### config.mk
export PLATFORM = sky130hd
export DESIGN_NAME = regfile_wb_ctrl
export DESIGN_NICKNAME = d
export VERILOG_FILES = /design/src/rtl/regfile_ctrl_pkg.sv /design/src/rtl/regfile_scoreboard.sv /design/src/rtl/regfile_wb_ctrl.sv
export SDC_FILE = /design/constraint.sdc
export NUM_CORES = 1
export LEC_CHECK = 0
export ABC_AREA = 1
export ABC_CLOCK_PERIOD_IN_PS = 1800
export BUFFER_PORTS_ARGS = -buffer_cell sky130_fd_sc_hd__buf_2
export CORE_MARGIN = 5
export CORE_UTILIZATION = 46
export CTS_CLUSTER_SIZE = 30
export DETAILED_ROUTE_END_ITERATION = 10
export GPL_TIMING_DRIVEN = 0
export PLACE_DENSITY_LB_ADDON = 0.08
export SYNTH_ARGS = -nofsm -noshare
export SYNTH_HDL_FRONTEND = slang
export SYNTH_SLANG_ARGS = --single-unit
### constraint.sdc
create_clock -name clk -period 1.8 [get_ports clk]
set_input_delay 0.18 -clock clk [delete_from_list [all_inputs] [get_ports clk]]
set_output_delay 0.18 -clock clk [all_outputs]
set_load 0.01 [all_outputs]
### src/rtl/regfile_ctrl_pkg.sv
// Shared widths and write-back source encoding for the register-file write-back controller.
// Constants only; no logic, latency or flow control here.
package regfile_ctrl_pkg;

  localparam int XLEN   = 32;
  localparam int NREG   = 32;
  localparam int REG_AW = 5;

  typedef enum logic {
    SRC_ALU = 1'b0,
    SRC_LSU = 1'b1
  } src_e;

endpackage

### src/rtl/regfile_scoreboard.sv
// Busy vector of registers with a write in flight; set at issue, cleared at the register-file write edge.
// Lookups are combinational; set/clear take effect at the next clock edge; never back-pressures.
module regfile_scoreboard
  import regfile_ctrl_pkg::*;
#(
  parameter int NUM_REG = NREG
) (
  input  logic               clk,
  input  logic               rst_n,
  input  logic               set_en_i,
  input  logic [REG_AW-1:0]  set_idx_i,
  input  logic               clr_en_i,
  input  logic [REG_AW-1:0]  clr_idx_i,
  input  logic [REG_AW-1:0]  rs1_idx_i,
  input  logic [REG_AW-1:0]  rs2_idx_i,
  input  logic [REG_AW-1:0]  rd_idx_i,
  output logic               rs1_busy_o,
  output logic               rs2_busy_o,
  output logic               rd_busy_o,
  output logic [NUM_REG-1:0] busy_mask_o
);

  logic [NUM_REG-1:0] busy_q;
  logic [NUM_REG-1:0] busy_d;

  // Set and clear never target the same bit: an issue to a busy rd is stalled upstream.
  always_comb begin
    busy_d = busy_q;
    if (clr_en_i) busy_d[clr_idx_i] = 1'b0;
    if (set_en_i) busy_d[set_idx_i] = 1'b1;
    busy_d[0] = 1'b0;
  end

  always_ff @(posedge clk or negedge rst_n) begin
    if (!rst_n) begin
      busy_q <= '0;
    end else begin
      busy_q <= busy_d;
    end
  end

  assign rs1_busy_o  = busy_q[rs1_idx_i];
  assign rs2_busy_o  = busy_q[rs2_idx_i];
  assign rd_busy_o   = busy_q[rd_idx_i];
  assign busy_mask_o = busy_q;

endmodule

### src/rtl/regfile_wb_ctrl.sv
// Round-robin write-back arbiter (ALU/LSU) into a registered RF write port, plus RAW/WAW issue stall.
// One-cycle handshake-to-write latency; write stage never back-pressures, issue stalls on busy registers.
module regfile_wb_ctrl
  import regfile_ctrl_pkg::*;
#(
  parameter int XLEN = regfile_ctrl_pkg::XLEN,
  parameter int NREG = regfile_ctrl_pkg::NREG
) (
  input  logic              clk,
  input  logic              rst_n,
  input  logic              issue_valid,
  input  logic [REG_AW-1:0] issue_rs1,
  input  logic [REG_AW-1:0] issue_rs2,
  input  logic [REG_AW-1:0] issue_rd,
  output logic              issue_stall,
  input  logic              alu_wb_valid,
  input  logic [REG_AW-1:0] alu_wb_rd,
  input  logic [XLEN-1:0]   alu_wb_data,
  output logic              alu_wb_ready,
  input  logic              lsu_wb_valid,
  input  logic [REG_AW-1:0] lsu_wb_rd,
  input  logic [XLEN-1:0]   lsu_wb_data,
  output logic              lsu_wb_ready,
  output logic              rf_wr_en,
  output logic [REG_AW-1:0] rf_rd,
  output logic [XLEN-1:0]   rf_wr_data,
  output logic [NREG-1:0]   busy_mask,
  output logic              wb_unexpected
);

  logic              rs1_busy;
  logic              rs2_busy;
  logic              rd_busy;
  logic              issue_set;

  src_e              last_q;
  src_e              last_d;
  logic              grant_alu;
  logic              grant_lsu;
  logic              wb_hs;
  logic [REG_AW-1:0] wb_rd;
  logic [XLEN-1:0]   wb_data;

  logic              rf_wr_en_q;
  logic              rf_wr_en_d;
  logic [REG_AW-1:0] rf_rd_q;
  logic [REG_AW-1:0] rf_rd_d;
  logic [XLEN-1:0]   rf_wr_data_q;
  logic [XLEN-1:0]   rf_wr_data_d;
  logic              wb_unexp_q;
  logic              wb_unexp_d;

  regfile_scoreboard #(
    .NUM_REG (NREG)
  ) u_scoreboard (
    .clk         (clk),
    .rst_n       (rst_n),
    .set_en_i    (issue_set),
    .set_idx_i   (issue_rd),
    .clr_en_i    (rf_wr_en_q),
    .clr_idx_i   (rf_rd_q),
    .rs1_idx_i   (issue_rs1),
    .rs2_idx_i   (issue_rs2),
    .rd_idx_i    (issue_rd),
    .rs1_busy_o  (rs1_busy),
    .rs2_busy_o  (rs2_busy),
    .rd_busy_o   (rd_busy),
    .busy_mask_o (busy_mask)
  );

  // Bit 0 of the scoreboard is constant zero, so x0 operands never stall.
  assign issue_stall = issue_valid & (rs1_busy | rs2_busy | rd_busy);
  assign issue_set   = issue_valid & ~issue_stall & (issue_rd != '0);

  // On a tie the source that did not win last time is granted.
  assign grant_alu = alu_wb_valid & (~lsu_wb_valid | (last_q == SRC_LSU));
  assign grant_lsu = lsu_wb_valid & (~alu_wb_valid | (last_q == SRC_ALU));
  assign wb_hs     = grant_alu | grant_lsu;

  assign alu_wb_ready = grant_alu;
  assign lsu_wb_ready = grant_lsu;

  always_comb begin
    wb_rd        = grant_lsu ? lsu_wb_rd   : alu_wb_rd;
    wb_data      = grant_lsu ? lsu_wb_data : alu_wb_data;
    last_d       = last_q;
    rf_wr_en_d   = 1'b0;
    rf_rd_d      = rf_rd_q;
    rf_wr_data_d = rf_wr_data_q;
    wb_unexp_d   = 1'b0;
    if (wb_hs) begin
      last_d       = grant_lsu ? SRC_LSU : SRC_ALU;
      rf_wr_en_d   = (wb_rd != '0);
      rf_rd_d      = wb_rd;
      rf_wr_data_d = wb_data;
      // Busy is sampled before any clear landing on this same edge.
      wb_unexp_d   = (wb_rd != '0) & ~busy_mask[wb_rd];
    end
  end

  always_ff @(posedge clk or negedge rst_n) begin
    if (!rst_n) begin
      last_q       <= SRC_LSU;
      rf_wr_en_q   <= 1'b0;
      rf_rd_q      <= '0;
      rf_wr_data_q <= '0;
      wb_unexp_q   <= 1'b0;
    end else begin
      last_q       <= last_d;
      rf_wr_en_q   <= rf_wr_en_d;
      rf_rd_q      <= rf_rd_d;
      rf_wr_data_q <= rf_wr_data_d;
      wb_unexp_q   <= wb_unexp_d;
    end
  end

  assign rf_wr_en      = rf_wr_en_q;
  assign rf_rd         = rf_rd_q;
  assign rf_wr_data    = rf_wr_data_q;
  assign wb_unexpected = wb_unexp_q;

endmodule

==> metrics.sh <==
STATUS='complete, but fails checks'
FAILED_CHECKS='negative setup slack'
PWR-SHARE-SEQ_PCT=32.0
SYNTH_SEQ_AREA_SHARE_PCT=36.7
GR-USAGE-ALL-LAYERS_PCT=29.0
CELLPOWERDENSITY_nW_PER_UM2=1200
FIN_WS_NS=-0.175
WL_MET2_UM=8980
DRT_ITER0_MARKERS=599
TRITONCTS.NUM_BUFFERS=9
TIMING.FINAL.CRIT_PERIOD_NS=1.98
FIN_CRIT_SH_PCT=110
TIMING.RR.END='u_scoreboard.busy_mask_o[11]'
FILLER_CELL_COUNT=996
HOLD_VIOL=0
LAYOUT_COMMONEST_CELL='nand2_1'
MET3ROUTEDLENGTH_UM=1800
TOP_LEVEL_PINS=168
DRT_DRC_VIOLATIONS_LEFT=0
PWR-SHARE-COMB_PCT=53.0
CTS.SINK_COUNT=71
WORSTPATHMAXFANOUT=3
FLOORPLAN.ROWS=37
MAX_FREQ_GHz=0.506
CTS_TREE='done'
CTS-ROOT-BUF='clkbuf_8'
LAYOUT-DRIVE-GT1-SHARE_PCT=35.7
INSERTION_DELAY_NS=0.36
TNS_NS=-1.27
SYNTHESIS.AREA_UM2=4840
CRIT_PATH_END_KIND='output pin'
MET1WIRELENGTH_UM=7530
HIGHEST_SIGNAL_LAYER_IN_THE_ROUTED_DESIGN='met4'
WL_UM=19100
SYNTH_WARNINGS=0
DRT_PASS_1_ITERS=6
GRT_OVERFLOW_TOTAL=0
PLACE.GP.CONGESTION=0.964
AREA.GROWTH.SYNTH_TO_FINAL_PCT=37.6
ANTENNA_VIOLATING_NETS_POST_ROUTE=0
POWER.INTERNAL_mW=4.39
CP_DATA_ARRIVAL_TIME_NS=1.80
VIAS_PER_CELL=5.44
NETLIST-CELL-TYPE-COUNT=31
SYNTHESIS.INSTANCES=742
FLOORPLAN.INITIALDENSITY_PCT=47.1
MAXSLEWVIOLCOUNT=0
SYN-NUM-NETS=836
CLOCK_TREE.BUFFER_DEPTH=2
P_SW_mW=3.60
AVERAGE_SIZE_OF_A_MAPPED_CELL_UM2=6.52
DEPTH_OF_THE_CTS_H_TREE=3
REG_TO_REG_CRITICAL_PATH_STARTPOINT='u_scoreboard.busy_mask_o[9]'
POWER.SHARE.SWITCHING_PCT=45.1
GRT_FIRST_PASS_WIRELENGTH_UM=29500
SLACK_OF_THE_WORST_REG_TO_REG_PATH_NS=-0.10
MIN-DELAY-PATH-CLASS='input port to register'
P_LEAK_nW=3.45
SETUP-VIOLATIONS-FINAL=31
HOLD_WS_NS=0.0916
HOLD_END='rf_wr_data[26]'
VIAS=6059
FLOORPLAN_CORE_AREA_UM2=10300
SETUP.WORST_PATH.START_CLASS='register'
FINAL_UTIL_PCT=64.8
IRDROPWORSTVDD_mV=0.673
MIN-DELAY-START='alu_wb_data[26]'
RSZ_0062_RAISED_AFTER_GLOBAL_ROUTING='true'
FINALCLOCKSKEW_NS=0.00563
GRT_START_MAX_NET_PINS=54
GRT_ANTENNA_BEFORE_REPAIR=0
WORST_SETUP_HOLD_PATH_CLK_SLEW_NS=0.08
SUM_OF_INTERNAL_SWITCHING_AND_LEAKAGE_POWER_mW=7.99
SYNTH_SEQ_CELLS=71
ANTENNA_CELLS=0
DIE_OUTLINE_WIDTH_UM=113
CLKPWRFRAC_PCT=14.9
NETS=1067
DIE_HEIGHT_UM=113
CRITICAL_PATH_REQUIRED_NS=1.62
LAYOUT.CELLS.MOST_COMMON_LIST='nand2_1 (197), buf_2 (166), o21ai_0 (101)'
HPWLAFTERDP_UM=13800
PATH_CLASS='register to output pin'
DIE_AREA_UM2=12700
MAXCAPVIOLCOUNT=0
R2R.WORST_PATH.CELLS=14
POST_DRT_WL_PER_CELL_UM=17.2
HOLD-PATH-CELL-COUNT=3
PORT-BUFFER-COUNT=162
TIMING.CRITICAL_PATH.FROM='u_scoreboard.busy_mask_o[9]'
NUMBER_OF_GLOBAL_ROUTE_VIAS_BEFORE_REPAIR=5832
-- sequential cells by signal (all words and copies together), names as in the netlist --
register / flops
last_q: 1
rf_rd: 5
rf_wr_data: 32
rf_wr_en: 1
u_scoreboard.busy_mask_o: 31
wb_unexpected: 1
-- power by group through the flow --
stage          logic (mW)  registers [mW]  clock network, mW
2_1_floorplan        1.64            2.65                  0
6_report             4.24            2.56               1.19
3_5_place_dp         3.17            2.60                  0
3_3_place_gp         3.13            2.59                  0
5_1_grt              4.62            2.61               1.29
4_1_cts              3.85            2.55               1.20
-- synth_stat cells (all sizes together) --
master | n | area, um^2
conb | 1 | 3.75
nand2 | 218 | 831
nand3b | 1 | 7.51
buf | 23 | 185
o22ai | 3 | 18.8
a21oi | 12 | 63.8
inv | 69 | 259
nor3 | 7 | 35.0
nand3 | 88 | 440
dfstp | 1 | 26.3
nor2 | 87 | 347
a21boi | 1 | 7.51
dfrtp | 70 | 1750
clkbuf | 15 | 67.6
nand4 | 33 | 213
o211ai | 3 | 22.5
clkinv | 2 | 8.75
o21ai | 108 | 552
-- through the flow --
stage | instance area, um^2 | instances | worst slack, ns
floorplan | 4840 | 742 | 0.0973
global placement | 5820 | 1040 | -0.216
detailed placement | 5850 | 1041 | -0.255
CTS | 6330 | 1092 | -0.162
global route | 6660 | 1114 | -0.287
finish | 6660 | 1114 | -0.175
-- cell type report --
class                           count  area, um^2  share of cell area [%]
Multi-Input combinational cell    563        2670                    40.0
Sequential cell                    71        1790                    26.8
Timing Repair Buffer              219        1290                    19.4
Buffer                             38         302                    4.53
Inverter                           71         270                    4.06
Tap cell                          136         170                    2.56
Clock buffer                       11         141                    2.12
Clock inverter                      5        33.8                   0.507
-- critical path, cell delays in order, from the launching register on --
cell and delay [ns]:
dfrtp_1 0.40, inv_1 0.12, nand2_1 0.07, nand3_1 0.09
nand3_1 0.08, nand3_1 0.10, nand2_1 0.06, nand2_1 0.07
nand2_2 0.07, nor2_4 0.17, a21boi_2 0.07, buf_2 0.14
-- layer usage --
metal | global-route usage, % | vias to the layer above
met5 | 0 | -
met4 | 12.9 | 0
met3 | 8.09 | 59
met2 | 47.3 | 325
met1 | 35.7 | 2783
li1 | - | 2892
-- cell families (layout without fill, tap and decap cells) --
kind of cell	count (synthesis)	in the layout	synth area share [%]
simple gates	434	434	38.7
compound gates	127	128	13.7
buf+inv	109	344	10.8
flops	71	71	36.7
other cells	1	1	0.0775
-- worst max path at each step --
stage / end / depth (start not counted)
6_report: issue_stall / 11
4_1_cts: issue_stall / 11
3_3_place_gp: wb_unexpected / 12
3_5_place_dp: wb_unexpected / 12
2_1_floorplan: wb_unexpected / 12
5_1_grt: issue_stall / 11
-- what timing repair did --
item	CTS	global route
hold buffers	2	0
gates resized for setup	43	59
endpoints found under the setup margin	35	65
gates cloned	0	4
endpoints found under the hold margin	19	0
setup buffers	33	18
pin swaps	5	27
Note: power is estimated with default switching activity, not from simulation.
